File: src/rtl/pipe_stage_reg.sv
`default_nettype none
// ============================================================================
// Module      : pipe_stage_reg
// Description : Pipeline stage register with valid/ready handshake, a
//               2-entry skid buffer, flush with bubble insertion, and an
//               optional stall counter enabled by macro PIPE_STAGE_STATS_EN.
// Revision    : 1.0 - initial release
// ============================================================================
module pipe_stage_reg #(
    parameter int                  CTRL_W      = 8,
    parameter int                  DATA_W      = 128,
    parameter logic [CTRL_W-1:0]   CTRL_BUBBLE = {CTRL_W{1'b0}}
) (
    input  logic              clk_i,
    input  logic              rst_i,
    input  logic              flush_i,
    input  logic              in_valid_i,
    output logic              in_ready_o,
    input  logic [CTRL_W-1:0] in_ctrl_i,
    input  logic [DATA_W-1:0] in_data_i,
    output logic              out_valid_o,
    input  logic              out_ready_i,
    output logic [CTRL_W-1:0] out_ctrl_o,
    output logic [DATA_W-1:0] out_data_o,
`ifdef PIPE_STAGE_STATS_EN
    output logic [31:0]       stall_cnt_o,
`endif
    output logic [1:0]        occ_o
);

    // State encoding doubles as the occupancy count.
    localparam logic [1:0] EMPTY = 2'd0;
    localparam logic [1:0] ONE   = 2'd1;
    localparam logic [1:0] TWO   = 2'd2;

    logic [1:0]        r_state;
    logic [CTRL_W-1:0] r_main_ctrl;
    logic [DATA_W-1:0] r_main_data;
    logic [CTRL_W-1:0] r_skid_ctrl;
    logic [DATA_W-1:0] r_skid_data;

    logic w_push;
    logic w_pop;

    assign in_ready_o  = (r_state != TWO);
    assign out_valid_o = (r_state != EMPTY);
    assign occ_o       = r_state;
    assign w_push      = in_valid_i & in_ready_o;
    assign w_pop       = out_valid_o & out_ready_i;

    assign out_ctrl_o  = out_valid_o ? r_main_ctrl : CTRL_BUBBLE;
    assign out_data_o  = r_main_data;

    // Data registers load only on push, so X on idle inputs stays out of state.
    always_ff @(posedge clk_i or posedge rst_i) begin
        if (rst_i) begin
            r_state     <= EMPTY;
            r_main_ctrl <= '0;
            r_main_data <= '0;
            r_skid_ctrl <= '0;
            r_skid_data <= '0;
        end else if (flush_i) begin
            r_state <= EMPTY;
        end else begin
            case (r_state)
                EMPTY: begin
                    if (w_push) begin
                        r_state     <= ONE;
                        r_main_ctrl <= in_ctrl_i;
                        r_main_data <= in_data_i;
                    end
                end
                ONE: begin
                    if (w_push && w_pop) begin
                        r_main_ctrl <= in_ctrl_i;
                        r_main_data <= in_data_i;
                    end else if (w_push) begin
                        r_state     <= TWO;
                        r_skid_ctrl <= in_ctrl_i;
                        r_skid_data <= in_data_i;
                    end else if (w_pop) begin
                        r_state <= EMPTY;
                    end
                end
                TWO: begin
                    if (w_pop) begin
                        r_state     <= ONE;
                        r_main_ctrl <= r_skid_ctrl;
                        r_main_data <= r_skid_data;
                    end
                end
                default: r_state <= EMPTY;
            endcase
        end
    end

`ifdef PIPE_STAGE_STATS_EN
    logic [31:0] r_stall_cnt;

    always_ff @(posedge clk_i or posedge rst_i) begin
        if (rst_i) begin
            r_stall_cnt <= '0;
        end else if (out_valid_o && !out_ready_i && !flush_i &&
                     (r_stall_cnt != 32'hFFFF_FFFF)) begin
            r_stall_cnt <= r_stall_cnt + 32'd1;
        end
    end

    assign stall_cnt_o = r_stall_cnt;
`endif

endmodule
`default_nettype wire
File: config.mk
export PLATFORM = sky130hd
export DESIGN_NAME = pipe_stage_reg
export DESIGN_NICKNAME = d
export VERILOG_FILES = /design/src/rtl/pipe_stage_reg.sv
export SDC_FILE = /design/constraint.sdc
export NUM_CORES = 1
export LEC_CHECK = 0
export BUFFER_PORTS_ARGS = -buffer_cell sky130_fd_sc_hd__buf_4
export CORE_UTILIZATION = 25
export CTS_CLUSTER_DIAMETER = 120
export DETAILED_ROUTE_END_ITERATION = 8
export PLACE_DENSITY = 0.56
export SLEW_MARGIN = 15
export SYNTH_ARGS = -nofsm -noshare
export SYNTH_HDL_FRONTEND = slang
export SYNTH_SLANG_ARGS = --single-unit
File: constraint.sdc
create_clock -name clk_i -period 9.5 [get_ports clk_i]
set_input_delay 1.9 -clock clk_i [delete_from_list [all_inputs] [get_ports clk_i]]
set_output_delay 1.9 -clock clk_i [all_outputs]
set_load 0.03 [all_outputs]
# Yosys cells after proc, flatten, opt, wreduce, memory -nomap -nowiden
# Index checks and enable logic that the tools add are counted.
[op_classes]
reduce_logical = 7
eq_ne = 10
bitwise_logic = 4
muxes = 16
[ops]
columns = ["op", "n"]
rows = [
  ["128-bit 2-to-1 mux", 3],
  ["128-bit one-hot mux with 3 select lines", 1],
  ["8-bit 2-to-1 mux", 4],
  ["8-bit one-hot mux with 3 select lines", 1],
  ["2-bit 2-to-1 mux", 6],
  ["3-bit != test (second input constant)", 3],
  ["2-bit != test (second input constant)", 4],
  ["4-bit AND reduction", 2],
  ["2-bit one-hot mux with 3 select lines", 1],
  ["5-bit AND reduction", 1],
  ["4-bit != test (second input constant)", 1],
  ["3-bit nonzero test", 1],
  ["1-bit bitwise AND", 2],
  ["2-bit by 1-bit equality test with 1-bit output (second input constant)", 1],
  ["2-bit equality test (second input constant)", 1],
  ["2-bit logical NOT", 1],
  ["1-bit inverter", 2],
  ["2-bit nonzero test", 1],
  ["1-bit logical AND", 1],
]
[totals]
register_bits = 274
out_inout_bits = 140
inputBits = 141
word_cells = 42

# Depth between registers and ports, before layout
[depth]
depth_word = 7
ltp_mapped = 6
mapped_depth_nobuf = 4

# Worst setup path before layout
# Ideal clock, no wire load.
[synth_path]
path_kind = "reg-to-output"
start = "register r_state[0] (netlist: occ_o[0])"
end = "output out_ctrl_o[0]"
path_buffers = 0
t_required_ns = 7.600
slack_ns = 6.317
path_stages_with_launch = 3
arrival_ns = 1.283
path_cell_list = "dfrtp_1 nor2_1 nor2b_1"
[synth_via]
elab_chain_len = 2
[synth_lines]
columns = ["element", "line_no", "rtl"]
rows = [
  ["start: declaration", "36", "logic [1:0] r_state;"],
  ["start signal: assignment", "57", "r_state <= EMPTY;"],
  ["start signal: assignment", "63", "r_state <= EMPTY;"],
  ["start signal: assignment", "68", "r_state <= ONE;"],
  ["2-bit nonzero test", "46", "assign out_valid_o = (r_state != EMPTY);"],
  ["8-bit 2-to-1 mux", "51", "assign out_ctrl_o = out_valid_o ? r_main_ctrl : CTRL_BUBBLE;"],
  ["end: declaration", "23", "output logic [CTRL_W-1:0] out_ctrl_o,"],
]
# Every way passes these cells.

# Worst setup path in the final report
[layout_path]
start = "register r_state[0] (netlist: occ_o[0])"
end = "output out_ctrl_o[7]"
# Same word-level chain as after synthesis.

==> metrics.txt <==
GR Util All Layers 11.4%; cell row count 80; WL met1 12300 um; DR vias/cell 4.27; Finished Cell Area 16000 um^2; flops & latches, synth 274; Final Hold Viols 0; PortBufs 280; RSZ-0062 raised after global routing false; antenna cells 0; CP Max Fanout 9; crit path max-delay cell type nor2_1; Crit Path Category reg2out; Cell Pwr Density 238 nW/um^2; first-pass GRT wire length 44600 um; Placed Instance Area 14900 um^2; worst path cell trace nor2_1 -> nor2b_1 -> buf_4; Post-Syn Instances 753; Die Ht 223 um; final wirelength 28000 um; Crit. End Element output pin; setup_tns 0 ps; slowest stage delay, CP 810 ps; maximum number of pins on one net before global-route repair 169; skew final 13.5 ps; wire per inst 16.8 um; metal2 WL 13300 um; # setup viols final 0; Cell Area, Synth 12300 um^2; drt drc 0; Worst VDD drop 148 uV; Startpoint Class register; GPL Wtd Cong 0.702; Leakage 7.23 nW; slew margin rel. 31.3%; Min Clock Period, post-route 4080 ps; fin crit share 43.0%; post-CTS setup buffer count 0; CTS max path bufs 3; area of the die 49900 um^2; worst endpoint required time 7600 ps; Post-Syn Area per Cell 16.3 um^2; post-synthesis sequential area ratio 55.9%; fillers 4737; maximum clock frequency 245 MHz; antenna violations before repair 0; Num CTS Buffers 34; die width 223 um; actual slew at the worst max-slew pin 1030 ps; Top Layer Used met4; Vias 7122; TritonCTS clock tree done; H-tree depth 2; Final #Nets 1172; fin. max-slew vios 0; dpl hpwl 17600 um; first-pass iteration count of the detailed router 4; CTS resizes 0; Post-Syn Nets 894; kind of path behind the tightest hold check reg2reg; CTS root buffer clkbuf_16; Detailed Route Iter0 Violations 200; core box area 48000 um^2; Worst EP arrival 2180 ps; wire length on met3 1560 um; # clock sinks 274; vias in the first global route 7637; clock-pin transition on the worst setup and hold timing paths 60 ps; Detail Route Antenna Nets 0; # Max-Cap Violations 0; I/O pin total 281; hold-fix buffers at CTS 0; total gr overflow 0; status finished clean; Area growth syn-to-layout 30.3%; Yosys cell types 22; clk_lat worst skew 530 ps; Initial Utilization 25.5%; ratio of cells with drive above 1 in the final layout 69.0%; synth warn 0
-- cells in the final DEF (no fill, tap or decap), drive strengths merged --
| master | n |
|---|---|
| o21ba | 1 |
| buf | 287 |
| bufinv | 1 |
| inv | 3 |
| dfrtp | 274 |
| nor2 | 3 |
| nand4bb | 1 |
| or3b | 1 |
| o31ai | 1 |
| mux2 | 408 |
| nor2b | 10 |
| clkbuf | 50 |
| clkinv | 7 |
| a21oi | 2 |
| mux2i | 1 |
| nor3 | 1 |
| nand2 | 1 |
| nand3 | 1 |
-- final timing paths --
path	end	slack [ps]	cells past startpoint	startpoint
min reg2reg	out_data_o[34]	490	1	out_data_o[34]
min	out_data_o[34]	490	1	out_data_o[34]
max in group asynchronous	r_main_ctrl[3]	6480	3	rst_i
min in group asynchronous	out_data_o[18]	1490	2	rst_i
max reg2reg	out_data_o[70]	6370	5	occ_o[0]
max	out_ctrl_o[7]	5420	3	occ_o[0]
-- cell usage after synthesis --
cell,number,area (um^2)
mux2_4,72,1080
buf_6,8,90.1
mux2i_1,1,10.0
a21oi_1,2,10.0
nor2_1,3,11.3
mux2_1,26,293
dfrtp_1,274,6860
nor3_1,1,5.00
inv_1,2,7.51
buf_2,18,90.1
nand3_1,1,5.00
nor2b_1,10,62.6
o31ai_2,1,12.5
buf_8,2,30.0
nand4bb_1,1,11.3
mux2_2,310,3490
buf_12,3,60.1
inv_2,1,3.75
or3b_2,1,8.76
buf_4,14,105
nand2_1,1,3.75
o21ba_2,1,10.0
-- through the flow --
step	hold slack [ps]	setup WS, ps	util (%)	power [mW]	std cells
2_1_floorplan	472	47.9	-	2.21	753
3_5_place_dp	479	5720	30.9	2.57	1610
4_1_cts	493	5320	33.2	3.88	1668
6_report	495	5420	33.2	3.80	1668
3_3_place_gp	476	5690	30.9	2.54	1610
5_1_grt	511	5200	33.2	4.00	1668
-- layer usage --
layer / vias up / GRT usage [%]
li1: 3267 / -
met1: 3637 / 14.5
met2: 169 / 18.1
met3: 49 / 3.02
met4: 0 / 5.08
met5: - / 0
-- flip-flops by register name (all words and copies together) (netlist names) --
register and count:
r_skid_data 128, occ_o 2, out_data_o 128, r_skid_ctrl 8, r_main_ctrl 8
-- where the power goes --
group,leakage [nW],total [mW],internal [mW],switching (mW)
sequential,3.29,1.60,1.45,0.145
combinational,3.39,0.930,0.471,0.459
clock,0.549,1.27,0.778,0.491
-- critical path, delay by kind of cell, from the launching register on --
family,cells,cell delay [ps]
buf+inv,1,210
simple gates,2,920
flops,1,530
-- cell type report --
cell class                      count  area [um^2]  share of cell area [%]
Sequential cell                   274         6860                    42.9
Multi-Input combinational cell    431         5040                    31.6
Timing Repair Buffer              287         2180                    13.6
Clock buffer                       50         1030                    6.48
Tap cell                          615          769                    4.82
Clock inverter                      8         65.1                   0.407
Inverter                            3         18.8                   0.118
-- logic make-up (layout without fill, tap and decap cells) --
logic type	after synthesis	count (layout)	synth area share, %
multiplexers	409	409	39.8
flip-flops	274	274	55.9
buffers and inverters	48	348	3.15
AND/OR/NAND/NOR	18	18	0.878
AO/OA/AOI/OAI	4	4	0.265
Note: power is estimated with default switching activity, not from simulation.
